==> config.mk <==
export PLATFORM = sky130hd
export DESIGN_NAME = bwn_accumulator_flat
export DESIGN_NICKNAME = d
export VERILOG_FILES = /design/src/rtl/bwn_accumulator_if.sv /design/src/rtl/bwn_accumulator.sv /design/src/flat_wrapper.sv
export SDC_FILE = /design/constraint.sdc
export NUM_CORES = 1
export LEC_CHECK = 0
export ABC_CLOCK_PERIOD_IN_PS = 2000
export CAP_MARGIN = 20
export CORE_MARGIN = 4
export CORE_UTILIZATION = 48
export DETAILED_ROUTE_END_ITERATION = 8
export GPL_TIMING_DRIVEN = 0
export MAX_ROUTING_LAYER = met4
export PLACE_DENSITY = 0.76
export SYNTH_ARGS = -nofsm -noshare
export SYNTH_HDL_FRONTEND = slang
export SYNTH_SLANG_ARGS = --single-unit
==> constraint.sdc <==
create_clock -name iCLK -period 2 [get_ports iCLK]
set_clock_uncertainty 0.05 [all_clocks]
set_input_delay 0.4 -clock iCLK [delete_from_list [all_inputs] [get_ports iCLK]]
set_output_delay 0.4 -clock iCLK [all_outputs]
set_load 0.05 [all_outputs]
==> src/rtl/bwn_accumulator_if.sv <==
// bwn_accumulator_if: activation stream in, saturated sum out, for the BWN MAC stage
interface bwn_accumulator_if #(
    parameter int WL = 8,
    parameter int AL = 16,
    parameter int N  = 9
);
    localparam int CW = $clog2(N);
    logic                 iSTART;
    logic                 iVALID;
    logic signed [WL-1:0] iDATA;
    logic                 iW;
    logic                 oBUSY;
    logic [CW-1:0]        oCNT;
    logic signed [AL-1:0] oDATA;
    logic                 oVALID;
    logic                 oSTART_FWD;
    modport slave (input iSTART, iVALID, iDATA, iW, output oBUSY, oCNT, oDATA, oVALID, oSTART_FWD);
    modport master (output iSTART, iVALID, iDATA, iW, input oBUSY, oCNT, oDATA, oVALID, oSTART_FWD);
endinterface

==> src/rtl/bwn_accumulator.sv <==
// bwn_accumulator: binary-weight MAC, sums N signed +/-x terms and emits one saturated result
module bwn_accumulator #(
    parameter int WL = 8,
    parameter int AL = 16,
    parameter int N  = 9
) (
    input logic iCLK,
    input logic iRSTn,
    bwn_accumulator_if.slave bus
);
    localparam int CW = $clog2(N);
    localparam int AW = WL + 1 + CW;
    localparam int XW = (AW > AL ? AW : AL) + 1;
    localparam logic signed [XW-1:0] SMAX = {{(XW-AL+1){1'b0}}, {(AL-1){1'b1}}};
    localparam logic signed [XW-1:0] SMIN = {{(XW-AL+1){1'b1}}, {(AL-1){1'b0}}};

    typedef enum logic [1:0] {IDLE, ACC, DONE} state_t;

    state_t               state_q, state_d;
    logic signed [AW-1:0] acc_q, acc_d;
    logic [CW-1:0]        cnt_q, cnt_d;
    logic signed [AL-1:0] data_q, data_d;
    logic                 valid_q, valid_d;
    logic                 start_q;

    // Term is widened by one bit before negation so -(-2^(WL-1)) is exact
    logic signed [WL:0]   xe, t;
    logic signed [AW-1:0] sum;
    logic signed [XW-1:0] sx;
    logic signed [AL-1:0] sat;

    assign xe  = {bus.iDATA[WL-1], bus.iDATA};
    assign t   = bus.iW ? xe : -xe;
    assign sum = acc_q + {{(AW-WL-1){t[WL]}}, t};
    assign sx  = {{(XW-AW){sum[AW-1]}}, sum};
    assign sat = sx > SMAX ? SMAX[AL-1:0] : sx < SMIN ? SMIN[AL-1:0] : sx[AL-1:0];

    // Next-state: iSTART overrides everything, including the final element of a sum
    always_comb begin
        state_d = state_q;
        acc_d   = acc_q;
        cnt_d   = cnt_q;
        data_d  = data_q;
        valid_d = 1'b0;
        if (bus.iSTART) begin
            state_d = ACC;
            acc_d   = '0;
            cnt_d   = '0;
        end else if (state_q == ACC && bus.iVALID) begin
            acc_d = sum;
            if (cnt_q == CW'(N - 1)) begin
                state_d = DONE;
                cnt_d   = '0;
                data_d  = sat;
                valid_d = 1'b1;
            end else begin
                cnt_d = cnt_q + 1'b1;
            end
        end else if (state_q == DONE) begin
            state_d = IDLE;
        end
    end

    // State and output registers; reset discards any partial sum
    always_ff @(posedge iCLK or negedge iRSTn) begin
        if (!iRSTn) begin
            state_q <= IDLE;
            acc_q   <= '0;
            cnt_q   <= '0;
            data_q  <= '0;
            valid_q <= 1'b0;
            start_q <= 1'b0;
        end else begin
            state_q <= state_d;
            acc_q   <= acc_d;
            cnt_q   <= cnt_d;
            data_q  <= data_d;
            valid_q <= valid_d;
            start_q <= bus.iSTART;
        end
    end

    assign bus.oBUSY      = state_q == ACC;
    assign bus.oCNT       = cnt_q;
    assign bus.oDATA      = data_q;
    assign bus.oVALID     = valid_q;
    assign bus.oSTART_FWD = start_q;
endmodule

==> src/flat_wrapper.sv <==
// flat-port wrapper written by rule: the top's interface ports become plain ports
module bwn_accumulator_flat 
#(
    parameter int WL = 8,
    parameter int AL = 16,
    parameter int N  = 9
)
  (iCLK, iRSTn, bus_iSTART, bus_iVALID, bus_iDATA, bus_iW, bus_oBUSY, bus_oCNT, bus_oDATA, bus_oVALID, bus_oSTART_FWD);
  bwn_accumulator_if #(.WL(WL), .AL(AL), .N(N)) bus_i ();
  input logic iCLK;
  input logic iRSTn;
  input wire logic [$bits(bus_i.iSTART)-1:0] bus_iSTART;
  input wire logic [$bits(bus_i.iVALID)-1:0] bus_iVALID;
  input wire logic [$bits(bus_i.iDATA)-1:0] bus_iDATA;
  input wire logic [$bits(bus_i.iW)-1:0] bus_iW;
  output wire logic [$bits(bus_i.oBUSY)-1:0] bus_oBUSY;
  output wire logic [$bits(bus_i.oCNT)-1:0] bus_oCNT;
  output wire logic [$bits(bus_i.oDATA)-1:0] bus_oDATA;
  output wire logic [$bits(bus_i.oVALID)-1:0] bus_oVALID;
  output wire logic [$bits(bus_i.oSTART_FWD)-1:0] bus_oSTART_FWD;
  assign bus_i.iSTART = bus_iSTART;
  assign bus_i.iVALID = bus_iVALID;
  assign bus_i.iDATA = bus_iDATA;
  assign bus_i.iW = bus_iW;
  assign bus_oBUSY = bus_i.oBUSY;
  assign bus_oCNT = bus_i.oCNT;
  assign bus_oDATA = bus_i.oDATA;
  assign bus_oVALID = bus_i.oVALID;
  assign bus_oSTART_FWD = bus_i.oSTART_FWD;
  bwn_accumulator #(.WL(WL), .AL(AL), .N(N)) u_core (.iCLK(iCLK), .iRSTn(iRSTn), .bus(bus_i));
endmodule
Yosys cells after proc, flatten, opt, wreduce, memory -nomap -nowiden
Cells that the tools add are included.

word-level totals
  bits of input ports = 13
  logic and storage cells = 36
  bits in registers = 37

cells by class
  bitwise operators = 1
  equality and inequality tests = 4
  add/sub/neg operators = 3
  $lt $le $gt $ge = 2
  multiplexer cells = 15
  reduce and logical (&&, ||, !) cells = 5

operators by type and width
  cell                                                                                number
  16-bit 2-to-1 mux                                                                   2
  13-bit 2-to-1 mux                                                                   2
  13-bit by 16-bit greater-than comparator with 1-bit output (second input constant)  1
  13-bit by 16-bit less-than comparator with 1-bit output (second input constant)     1
  13-bit adder                                                                        1
  4-bit 2-to-1 mux                                                                    3
  9-bit 2-to-1 mux                                                                    1
  8-bit negation with 9-bit output                                                    1
  2-bit 2-to-1 mux                                                                    4
  4-bit by 1-bit adder with 4-bit output (second input constant)                      1
  4-bit == test (second input constant)                                               1
  1-bit 2-to-1 mux                                                                    3
  3-bit inequality test (second input constant)                                       1
  3-bit AND reduction                                                                 1
  3-bit nonzero test                                                                  1
  2-bit by 1-bit == test with 1-bit output (second input constant)                    1
  2-bit == test (second input constant)                                               1
  2-bit AND reduction                                                                 1
  2-bit nonzero test                                                                  1
  1-bit logical AND                                                                   1
  1-bit inverter                                                                      1

Depth between registers and ports, before layout
Gate-level depths: netlist of the first run.

  depth after elaboration = 6
  gate-level depth with buffers = 12

Least setup slack after synthesis of the first run
Ideal clock, no wire load.

  path type = input port to flip-flop
  start = in bus_iDATA[0]
  end = reg u_core.acc_q[9]
  cell stages on the path = 11
  path buffers = 0
  library setup time = 96 ps
  setup slack = -751 ps
  arrival = 2605 ps
  cells stage by stage = inv_1 -> ha_1 -> nor3b_1 -> a21oi_1 -> xor2_1 -> ha_1 -> and3_4 -> a221o_2 -> a31o_4 -> and3_4 -> nor4_2

between the ends
  cells in the longest elaborated chain, start to end = 5

ends and longest elaborated chain
  element                           RTL line               text
  start, declared                   flat_wrapper.sv:14     input wire logic [$bits(bus_i.iDATA)-1:0] bus_iDATA;
  8-bit negation with 9-bit output  bwn_accumulator.sv:33  assign t = bus.iW ? xe : -xe;
  9-bit 2-to-1 mux (*)              bwn_accumulator.sv:33
  13-bit adder (*)                  bwn_accumulator.sv:34  assign sum = acc_q + {{(AW-WL-1){t[WL]}}, t};
  13-bit 2-to-1 mux (*)             bwn_accumulator.sv:49  end else if (state_q == ACC && bus.iVALID) begin
  13-bit 2-to-1 mux (*)             bwn_accumulator.sv:45  if (bus.iSTART) begin
  end signal, assigned              bwn_accumulator.sv:68  acc_q <= '0;
  end signal, assigned              bwn_accumulator.sv:75  acc_q <= acc_d;
  end, declared                     bwn_accumulator.sv:20  logic signed [AW-1:0] acc_q, acc_d;

Every way passes the cells marked *; elsewhere a longest branch is shown, timed or not. The select of a mux whose other input is x is not followed.
A chain may end at the register's enable or synchronous reset.

Worst setup path in the final report of the first run
  start = in bus_iDATA[5]
  end = reg u_core.acc_q[12]

Same word-level chain as after synthesis.

==> results of run 1 <==
[sequential cells by signal, summed over array words and instances, names as in the netlist]
register	cells
u_core.acc_q	13
u_core.bus.oCNT	4
u_core.state_q	2
u_core.bus.oVALID	1
u_core.bus.oDATA	14
u_core.bus.oSTART_FWD	1
[cells by family (layout without fill, tap and decap cells)]
family          Yosys count  count (layout)
compound gates           56              56
xor+xnor                 18              18
fa+ha+maj                20              20
buf+inv                  22              80
flops                    35              35
mux                       2               2
simple gates             95              95
[final timing paths]
kind	end	depth (start not counted)	slack (ps)	from
hold / removal	u_core.bus.oDATA[10]$_DFFE_PN0P_	1	130	iRSTn
setup / recovery	u_core.acc_q[12]$_DFFE_PN0P_	10	-660	bus_iDATA[5]
setup reg to reg	u_core.acc_q[12]$_DFFE_PN0P_	8	-360	u_core.acc_q[0]$_DFFE_PN0P_
hold reg to reg	u_core.bus.oDATA[5]$_DFFE_PN0P_	2	440	u_core.bus.oDATA[5]$_DFFE_PN0P_
max in group asynchronous	u_core.bus.oDATA[14]$_DFFE_PN0P_	1	1270	iRSTn
min in group iCLK	u_core.bus.oDATA[0]$_DFFE_PN0P_	4	430	bus_iDATA[0]
[timing repair]
action | CTS | global route
resized for setup | 57 | 27
buffers inserted | 11 | 6
pin swaps | 24 | 24
setup endpoints to repair | 30 | 26
[per-layer routing]
metal | track usage [%] | routed length, um | vias up
met5 | - | 0 | -
met4 | 7.47 | 105 | 0
met3 | 5.33 | 297 | 13
met2 | 33.7 | 3140 | 59
met1 | 25.7 | 2540 | 986
li1 | - | - | 955
[per-stage QoR]
step / hold slack (ps) / cells
4_1_cts: 160 / 353
3_3_place_gp: 408 / 334
2_1_floorplan: 54.4 / 248
5_1_grt: 173 / 358
3_5_place_dp: 413 / 334
6_report: 128 / 358
[layout by cell type, fill, tap and decap left out, types with 3 or more instances in the layout]
| cell | count |
|---|---|
| nor2_1 | 14 |
| inv_1 | 7 |
| buf_6 | 8 |
| dfrtp_1 | 35 |
| clkbuf_8 | 6 |
| clkbuf_1 | 4 |
| o21ai_2 | 7 |
| xnor2_1 | 4 |
| ha_4 | 3 |
| a21oi_1 | 12 |
| nand2_1 | 55 |
| a21o_1 | 4 |
| buf_4 | 11 |
| dlymetal6s2s_1 | 3 |
| dlygate4sd2_1 | 9 |
| xor2_1 | 8 |
| ha_1 | 15 |
| clkdlybuf4s50_1 | 17 |
| buf_2 | 4 |
| a21oi_2 | 10 |
| o21ai_1 | 8 |
[final cells by class]
cell class / instances / area, um^2
plain buffers: 11 / 57.6
repair buffers: 50 / 495
fillers: 321 / 1220
clock buffers: 6 / 82.6
flip-flops and latches: 35 / 876
inverters: 11 / 61.3
multi-input cells: 191 / 1520
clock inverters: 2 / 35.0
well taps: 52 / 65.1
[worst max-delay path, delay by kind of cell]
family                     cells  cell delay, ps
xor gates and xnor gates       1             200
AOI/OAI and AO/OA              6            1330
buffers and inverters          1             290
muxes                          1             300
adders and majority gates      1             260
[report_power, final]
part / switching (uW) / internal, uW / leakage [uW] / total (uW)
registers: 42.8 / 755 / 0.000471 / 798
logic: 564 / 533 / 0.000999 / 1100
clock network: 277 / 404 / 0.0000612 / 681
total: 885 / 1690 / 0.00153 / 2580
==> run summary, run 1 <==
TNS Setup = -7060 ps
ys async rst share = 100%
Final GP Congestion = 0.845
die area = 5760 um^2
main combinational cell family by area after synthesis = simple AND/OR/NAND/NOR gates
vias per cell = 5.62
Layout Utilization = 72.3%
first-pass GRT wire length = 9670 um
most frequent cell after synthesis = nand2_1
static leakage = 0.00153 uW
Pwr Density = 807 nW/um^2
antenna violations before repair = 0
Hold WC Path Type = primary input to asynchronous set/reset pin
wire length per cell = 17.0 um
final antenna-violating net count = 0
post-synth top area share = 39.5%
Seq/Total Area, Yosys = 39.5%
Mapped Area = 2210 um^2
core area = 4410 um^2
GRT overflow = 0
Die H = 75.9 um
max_cap viols = 0
Setup crit end kind = register
Total Power = 2580 uW
worst skew pair latency = 300 ps
fin area = 3190 um^2
Critical Path Fanout Max = 4
Max Root-Sink Buffers = 2
CTS Sinks = 35
Synth Area in Adders = 11.6%
routed via count = 2013
vias in the first global route = 2017
status = finished, violations left
P&R area growth vs syn = 44.1%
dominant cell type by area after synthesis = dfrtp_1
Synth Flop Type = dfrtp_1
Warnings, synthesis = 0
Worst-path clk slew = 80 ps
post-synthesis compound-gate area fraction = 15.8%
dpl cell area = 2730 um^2
worst setup path category = primary input to register
Die X-Extent = 75.9 um
# hold bufs at CTS = 0
DP HPWL = 3830 um
drt drc = 0
Mean Syn Cell Area = 8.93 um^2
fin. max-slew vios = 0
Final Cycle Share = 133%
H-Tree Depth = 2
Total GRT Usage = 21.1%
failing checks = setup timing
CTS tree = yes
Final #Nets = 338
antenna fix cells = 0
EDFF count, synth = 0
pre-CTS WS = -1520 ps
top cells by count, synth = 55 x nand2_1, 35 x dfrtp_1, 22 x a21oi_1
final setup fails = 18
Synth Net Count = 281
Detailed Route Iter0 Violations = 104
CP most frequent cell = o21ai_2
Post-Synth Simple-Gate Area = 20.0%
layout cells sized above 1 = 29.4%
worst-margin pin slew = 778 ps
relative slew slack = 48.2%
Slowest-stage cell, CP = o41ai_4
Tmin final = 2660 ps
#FFs+latches synth = 35
VDD IR max = 0.000486 V
mux contribution to synthesized area = 1.02%
port bufs = 34
crit path launch type = primary input
CTS buffer count = 5
Worst Path Arrival = 2800 ps
final WL = 6080 um
largest net degree at the start of global routing = 36
worst setup margin = -664 ps
Synth Instances = 248
Hold Fails Final Rpt = 0
max incr delay on CP = 410 ps
Max Freq = 375 MHz
post-synthesis xor/xnor area fraction = 7.74%
Cell Rows = 24
critical path, cell by cell = dlygate4sd2_1 -> o41ai_4 -> xnor2_2 -> ha_4 -> o21ai_2 -> o21ai_2 -> a31o_1 -> a211oi_2 -> o21a_1 -> mux2_4
I/O pin count = 36
Root Driver = clkbuf_8
Yosys cell types = 49
Initial Utilization = 50.2%
synth top area cells = dfrtp_1 40%, ha_1 11%, nand2_1 9.3%, a21oi_1 5.0%, xor2_1 4.0%
Initial DRT Pass Iterations = 4
Required @ worst endpoint = 2130 ps
RSZ-0062 raised after global routing = true
(Power assumes the default switching activity.)
==> inputs of run 2 (changes only) <==
ABC_CLOCK_PERIOD_IN_PS = 2300   (was 2000)
CAP_MARGIN = unset   (was 20)
TNS_END_PERCENT = 30   (was unset)
clock period = 2.3 ns   (was 2 ns; I/O delays follow)
==> run 2 against run 1 <==
Net effect: the flow still finishes with violations (setup timing); die area did not move; global-route usage fell by 1.3 points; combinational power fell by 20%; non-clock buffer count fell by 4; cell count fell by 1.1%; largest cell class unchanged; clock power fell by 14%; register-to-register slack improved by 370 ps; first-iteration DRC count rose by 44%; sequential share of layout area rose by 0.76 points; flip-flop and latch count did not move; sequential power fell by 13%.
==> run summary, run 2 (synthesis results as in run 1) <==
crit path launch type = primary input
routed wl met2 = 2710 um (-14%)
CP delay by family, top = simple AND/OR/NAND/NOR gates
WL met3 = 308 um (+3.7%)
most frequent cells in the layout = 55 x nand2_1, 35 x dfrtp_1, 25 x clkdlybuf4s50_1
Seq pwr share = 32.1% (+1.1 points)
Final Cycle Share = 118%
RSZ-0062 raised after global routing = true
critical path, cell by cell = buf_12 -> buf_8 -> clkinv_4 -> ha_4 -> nor3b_4 -> a31o_4 -> inv_2 -> ha_2 -> and3_4 -> and2_1 -> nand2_1 -> o21ai_1 -> o21a_1 -> mux2_4
Required @ worst endpoint = 2440 ps (+310 ps)
final antenna-violating net count = 0 (unchanged)
CTS buffer count = 5 (unchanged)
Hold Fails Final Rpt = 0 (unchanged)
port bufs = 34 (unchanged)
antenna fix cells = 0 (unchanged)
Hold WC Path Type = primary input to asynchronous set/reset pin
DR top layer = met4
DP HPWL = 3700 um (-3.6%)
Die X-Extent = 75.9 um (unchanged)
Worst-path clk slew = 80 ps (about the same)
GRT overflow = 0 (unchanged)
CTS Sinks = 35 (unchanged)
Die H = 75.9 um (unchanged)
failing checks = setup timing
worst-margin pin slew = 759 ps (-19.0 ps)
routed via count = 1980 (-1.6%)
die area = 5760 um^2 (unchanged)
Cell Rows = 24 (unchanged)
Tmin final = 2720 ps
I/O pin count = 36 (unchanged)
status = finished, violations left
placed cells = 334 (unchanged)
final setup fails = 14 (-4)
H-Tree Depth = 2 (unchanged)
Final #Nets = 334 (-1.2%)
wire length per cell = 15.9 um (-6.1%)
Worst Path Arrival = 2870 ps (+70 ps)
Total Power = 2160 uW (-16%)
Max Root-Sink Buffers = 2 (unchanged)
switching share of total power = 34.4% (+0.063 points)
most common cell after layout, fill and taps aside = nand2_1
antenna violations before repair = 0 (unchanged)
vias in the first global route = 1900 (-5.8%)
core area = 4410 um^2 (unchanged)
Fillers = 325 (+1.2%)
wl on met1 = 2460 um (-2.9%)
Cell Count, Final, Fillers Out = 354 (-1.1%)
Pwr Density = 696 nW/um^2 (-14%)
final WL = 5640 um (-7.1%)
CP bufs+invs = 4 (+3)
WP depth = 14 (+4)
R2R cell count = 8 (unchanged)
layout cells sized above 1 = 25.8% (-3.6 points)
first-pass GRT wire length = 9000 um (-6.9%)
Final GP Congestion = 0.863 (+2.0%)
P&R area growth vs syn = 40.2%
NetSw = 743 uW (-16%)
relative slew slack = 49.4% (+1.3 points)
internal power = 1420 uW (-16%)
# hold bufs at CTS = 0 (unchanged)
max FFs per register = 14 (unchanged)
combinational power share = 40.8% (-1.8 points)
CTS tree = yes
Detailed Route Iter0 Violations = 150 (+44%)
Slowest-stage cell, CP = ha_2
VDD IR max = 0.000437 V (-10%)
static leakage = 0.00142 uW (-7.0%)
worst setup margin = -423 ps (+241 ps)
clock network fraction of design power = 27.1% (+0.7 points)
Root Driver = clkbuf_8
fin. max-slew vios = 0 (unchanged)
Initial Utilization = 50.2% (unchanged)
Total GRT Usage = 19.7% (-1.3 points)
max_cap viols = 0 (unchanged)
largest net degree at the start of global routing = 36 (unchanged)
Critical Path Fanout Max = 5 (+1)
vias per cell = 5.59 (-0.53%)
Max Freq = 367 MHz
TNS Setup = -3890 ps (+3170 ps)
Setup crit end kind = register
worst setup path category = primary input to register
max incr delay on CP = 400 ps (about the same)
drt drc = 0 (unchanged)
Initial DRT Pass Iterations = 4 (unchanged)
worst skew pair latency = 300 ps (about the same)
[run 2: cell count changes in the layout (fill, tap and decap cells not counted), sizes merged]
cell	before	now
clkinv	1	2
clkdlybuf4s50	17	25
dlymetal6s2s	3	0
clkbuf	12	11
buf	25	22
inv	11	10
dlygate4sd2	9	4
[run 2: cell type report]
class | instances | area, um^2 | area share (%)
Buffer | 11 | 53.8 | 1.73
Clock buffer | 6 | 82.6 | 2.66
Clock inverter | 2 | 35.0 | 1.13
Inverter | 11 | 58.8 | 1.89
Multi-Input combinational cell | 191 | 1490 | 48.1
Sequential cell | 35 | 876 | 28.2
Tap cell | 52 | 65.1 | 2.10
Timing Repair Buffer | 46 | 442 | 14.2
[run 2: path summary, 6_finish.rpt]
check	endpoint	start	slack, ps
setup / recovery	u_core.acc_q[12]$_DFFE_PN0P_	bus_iDATA[0]	-420
hold / removal	u_core.bus.oSTART_FWD$_DFF_PN0_	iRSTn	170
setup reg to reg	u_core.acc_q[12]$_DFFE_PN0P_	u_core.acc_q[0]$_DFFE_PN0P_	10
hold reg to reg	u_core.bus.oDATA[5]$_DFFE_PN0P_	u_core.bus.oDATA[5]$_DFFE_PN0P_	420
max in group asynchronous	u_core.acc_q[5]$_DFFE_PN0P_	iRSTn	1530
min in group iCLK	u_core.bus.oDATA[5]$_DFFE_PN0P_	u_core.bus.oDATA[5]$_DFFE_PN0P_	420
[run 2: through the flow]
| stage | instance area, um^2 | hold WS, ps | setup slack (ps) | utilization (%) |
|---|---|---|---|---|
| floorplan | 2320 | 114 | -370 | - |
| global placement | 2720 | 409 | -1200 | 61.6 |
| detailed placement | 2720 | 414 | -1240 | 61.5 |
| CTS | 3030 | 204 | -409 | 68.7 |
| global route | 3110 | 252 | -544 | 70.4 |
| finish | 3110 | 173 | -423 | 70.4 |
[run 2: routing by layer]
| layer | global-route usage (%) | vias up |
|---|---|---|
| met5 | - | - |
| met4 | 7.83 | 0 |
| met3 | 4.03 | 15 |
| met2 | 31.2 | 71 |
| met1 | 24.8 | 950 |
| li1 | - | 944 |
[run 2: repair_timing]
item | CTS | global route
setup buffers | 10 | 2
setup endpoints to repair | 23 | 18
gates resized for setup | 49 | 14
pin swaps | 17 | 8
[run 2: power groups by stage]
| stage | registers, uW | logic, uW | clock network [uW] |
|---|---|---|---|
| 5_1_grt | 698 | 954 | 608 |
| 4_1_cts | 692 | 787 | 595 |
| 3_5_place_dp | 701 | 636 | 0 |
| 2_1_floorplan | 707 | 474 | 0 |
| 6_report | 693 | 882 | 585 |
| 3_3_place_gp | 699 | 622 | 0 |
[run 2: worst register-to-register path: stages (launching register included)]
cell      delay [ps]
dfrtp_1          350
ha_1             200
inv_1             80
fa_1             430
o21ai_4          260
a31o_1           240
a211oi_2          80
o21a_1           210
mux2_4           290
==> inputs of run 3 (changes only) <==
ABC_CLOCK_PERIOD_IN_PS = 3500   (was 2300)
CORE_UTILIZATION = 58   (was 48)
PLACE_DENSITY = 0.86   (was 0.76)
RECOVER_POWER = 100   (was unset)
clock period = 3.5 ns   (was 2.3 ns; I/O delays follow)
==> run 3 against run 2 <==
Net effect: the run ends with capacitance limit, slew limit, setup timing left; cell count down 3.7%; wire length increased by 0.19%; power decreased by 40%; via count shrank 0.61%; clock-buffer cell count unchanged; cell area fell by 8.3%; worst hold slack gained 250 ps; critical endpoint unchanged; largest power group unchanged.
==> run summary, run 3 (synthesis results as in run 1) <==
Layout Utilization = 77.2% (+6.8 points)
Required @ worst endpoint = 3630 ps (+1190 ps)
DP HPWL = 3660 um (-1.0%)
CTS buffer count = 5 (unchanged)
NetSw = 443 uW (-40%)
Final #Nets = 325 (-2.7%)
core area = 3690 um^2 (-16%)
GRT overflow = 0 (unchanged)
Tmin final = 3540 ps
Final GP Congestion = 0.866 (+0.36%)
first-pass GRT wire length = 8450 um (-6.2%)
Worst-path clk slew = 70 ps (about the same)
final antenna-violating net count = 0 (unchanged)
CTS tree = yes
Setup crit end kind = register
max_cap viols = 1 (+1)
switching share of total power = 34.0% (-0.44 points)
Reg area = 876 um^2 (unchanged)
die area = 4870 um^2 (-16%)
pre-CTS WS = -362 ps (+879 ps)
failing checks = capacitance limit, slew limit, setup timing
relative slew slack = -26.1% (-76 points)
vias per cell = 5.77 (+3.2%)
Detailed Route Iter0 Violations = 172 (+15%)
worst skew pair latency = 290 ps (about the same)
Max Freq = 283 MHz
routed via count = 1968 (-0.61%)
Fillers = 257 (-21%)
max FFs per register = 14 (unchanged)
P&R area growth vs syn = 28.5%
crit path launch type = primary input
wire length per cell = 16.6 um (+4.0%)
multi-input logic area = 1330 um^2 (-11%)
most common cell after layout, fill and taps aside = nand2_1
Hold WC Path Type = register to register
combinational power share = 35.8% (-5.0 points)
Max Root-Sink Buffers = 2 (unchanged)
Total GRT Usage = 22.0% (+2.3 points)
TNS Setup = -35.5 ps (+3850 ps)
worst setup path category = primary input to register
VDD IR max = 0.000313 V (-28%)
I/O pin count = 36 (unchanged)
internal power = 862 uW (-39%)
port bufs = 34 (unchanged)
CTS Sinks = 35 (unchanged)
worst-margin pin slew = 1890 ps (+1130 ps)
Seq pwr share = 35.0% (+2.9 points)
Hold Fails Final Rpt = 0 (unchanged)
Pwr Density = 458 nW/um^2 (-34%)
worst setup margin = -35.5 ps (+388 ps)
clock network fraction of design power = 29.2% (+2.1 points)
Cell Rows = 22 (-8.3%)
most frequent cells in the layout = 55 x nand2_1, 35 x dfrtp_1, 30 x clkdlybuf4s50_1
final setup fails = 1 (-13)
vias in the first global route = 1821 (-4.2%)
fin. max-slew vios = 36 (+36)
H-Tree Depth = 2 (unchanged)
antenna violations before repair = 0 (unchanged)
drt drc = 0 (unchanged)
Initial Utilization = 60.0% (+9.9 points)
layout cells sized above 1 = 13.0% (-13 points)
Initial DRT Pass Iterations = 4 (unchanged)
Die X-Extent = 69.8 um (-8.1%)
largest net degree at the start of global routing = 36 (unchanged)
Die H = 69.8 um (-8.1%)
Worst Path Arrival = 3660 ps (+790 ps)
Final Cycle Share = 101%
antenna fix cells = 0 (unchanged)
static leakage = 0.00132 uW (-7.5%)
Root Driver = clkbuf_8
final WL = 5650 um (+0.19%)
Critical Path Fanout Max = 4 (-1)
Total Power = 1300 uW (-40%)
status = finished, violations left
-- run 3: final timing paths --
| kind | cells past startpoint | from | end | slack (ps) |
|---|---|---|---|---|
| max | 12 | bus_iDATA[1] | u_core.acc_q[12]$_DFFE_PN0P_ | -40 |
| min | 2 | u_core.bus.oDATA[5]$_DFFE_PN0P_ | u_core.bus.oDATA[5]$_DFFE_PN0P_ | 420 |
| max reg2reg | 8 | u_core.acc_q[0]$_DFFE_PN0P_ | u_core.acc_q[12]$_DFFE_PN0P_ | 1100 |
| min reg2reg | 2 | u_core.bus.oDATA[5]$_DFFE_PN0P_ | u_core.bus.oDATA[5]$_DFFE_PN0P_ | 420 |
| max in group asynchronous | 1 | iRSTn | u_core.bus.oDATA[6]$_DFFE_PN0P_ | 1440 |
| min in group asynchronous | 1 | iRSTn | u_core.bus.oCNT[1]$_DFFE_PN0P_ | 870 |
-- run 3: metal layers --
layer	part of all wire [%]	vias to the layer above	track usage [%]
met2	48	84	36.0
met4	2.9	0	5.96
li1	-	934	-
met1	41	928	27.8
met5	0	-	-
met3	8.2	22	4.64
-- run 3: repair_timing --
| action | CTS | global route |
|---|---|---|
| setup buffers | 0 | 3 |
| setup endpoints to repair | 3 | 11 |
| hold buffers | 0 | 0 |
| resized for setup | 1 | 17 |
| pin swaps | 0 | 4 |
-- run 3: power groups by stage --
stage | clock (uW) | sequential, uW | combinational [uW]
floorplan | 0 | 464 | 292
global placement | 0 | 458 | 390
detailed placement | 0 | 460 | 400
CTS | 380 | 453 | 409
global route | 401 | 459 | 505
finish | 381 | 457 | 467
-- run 3: worst max-delay path, cell delays in order --
cell and delay, ps:
clkdlybuf4s50_1 460, nor3_2 250, nand2b_1 150, o41ai_2 260, xnor2_1 210, ha_1 330, o21ai_0 210, o21ai_1 130
a31o_1 220, a211oi_1 240, o21a_1 170, mux2_1 320
-- run 3: layout make-up --
class | count | share of cell area, %
flip-flops and latches | 35 | 30.8
plain buffers | 11 | 1.85
well taps | 48 | 2.11
repair buffers | 37 | 12.7
inverters | 11 | 1.58
clock inverters | 2 | 1.23
multi-input cells | 191 | 46.9
clock buffers | 6 | 2.90
-- run 3: stage by stage --
step | instances | area [um^2] | hold slack [ps]
after global routing | 341 | 2850 | 460
after CTS | 338 | 2730 | 428
after global placement | 330 | 2620 | 410
after floorplan | 248 | 2210 | 354
after detailed placement | 330 | 2610 | 412
final | 341 | 2850 | 422
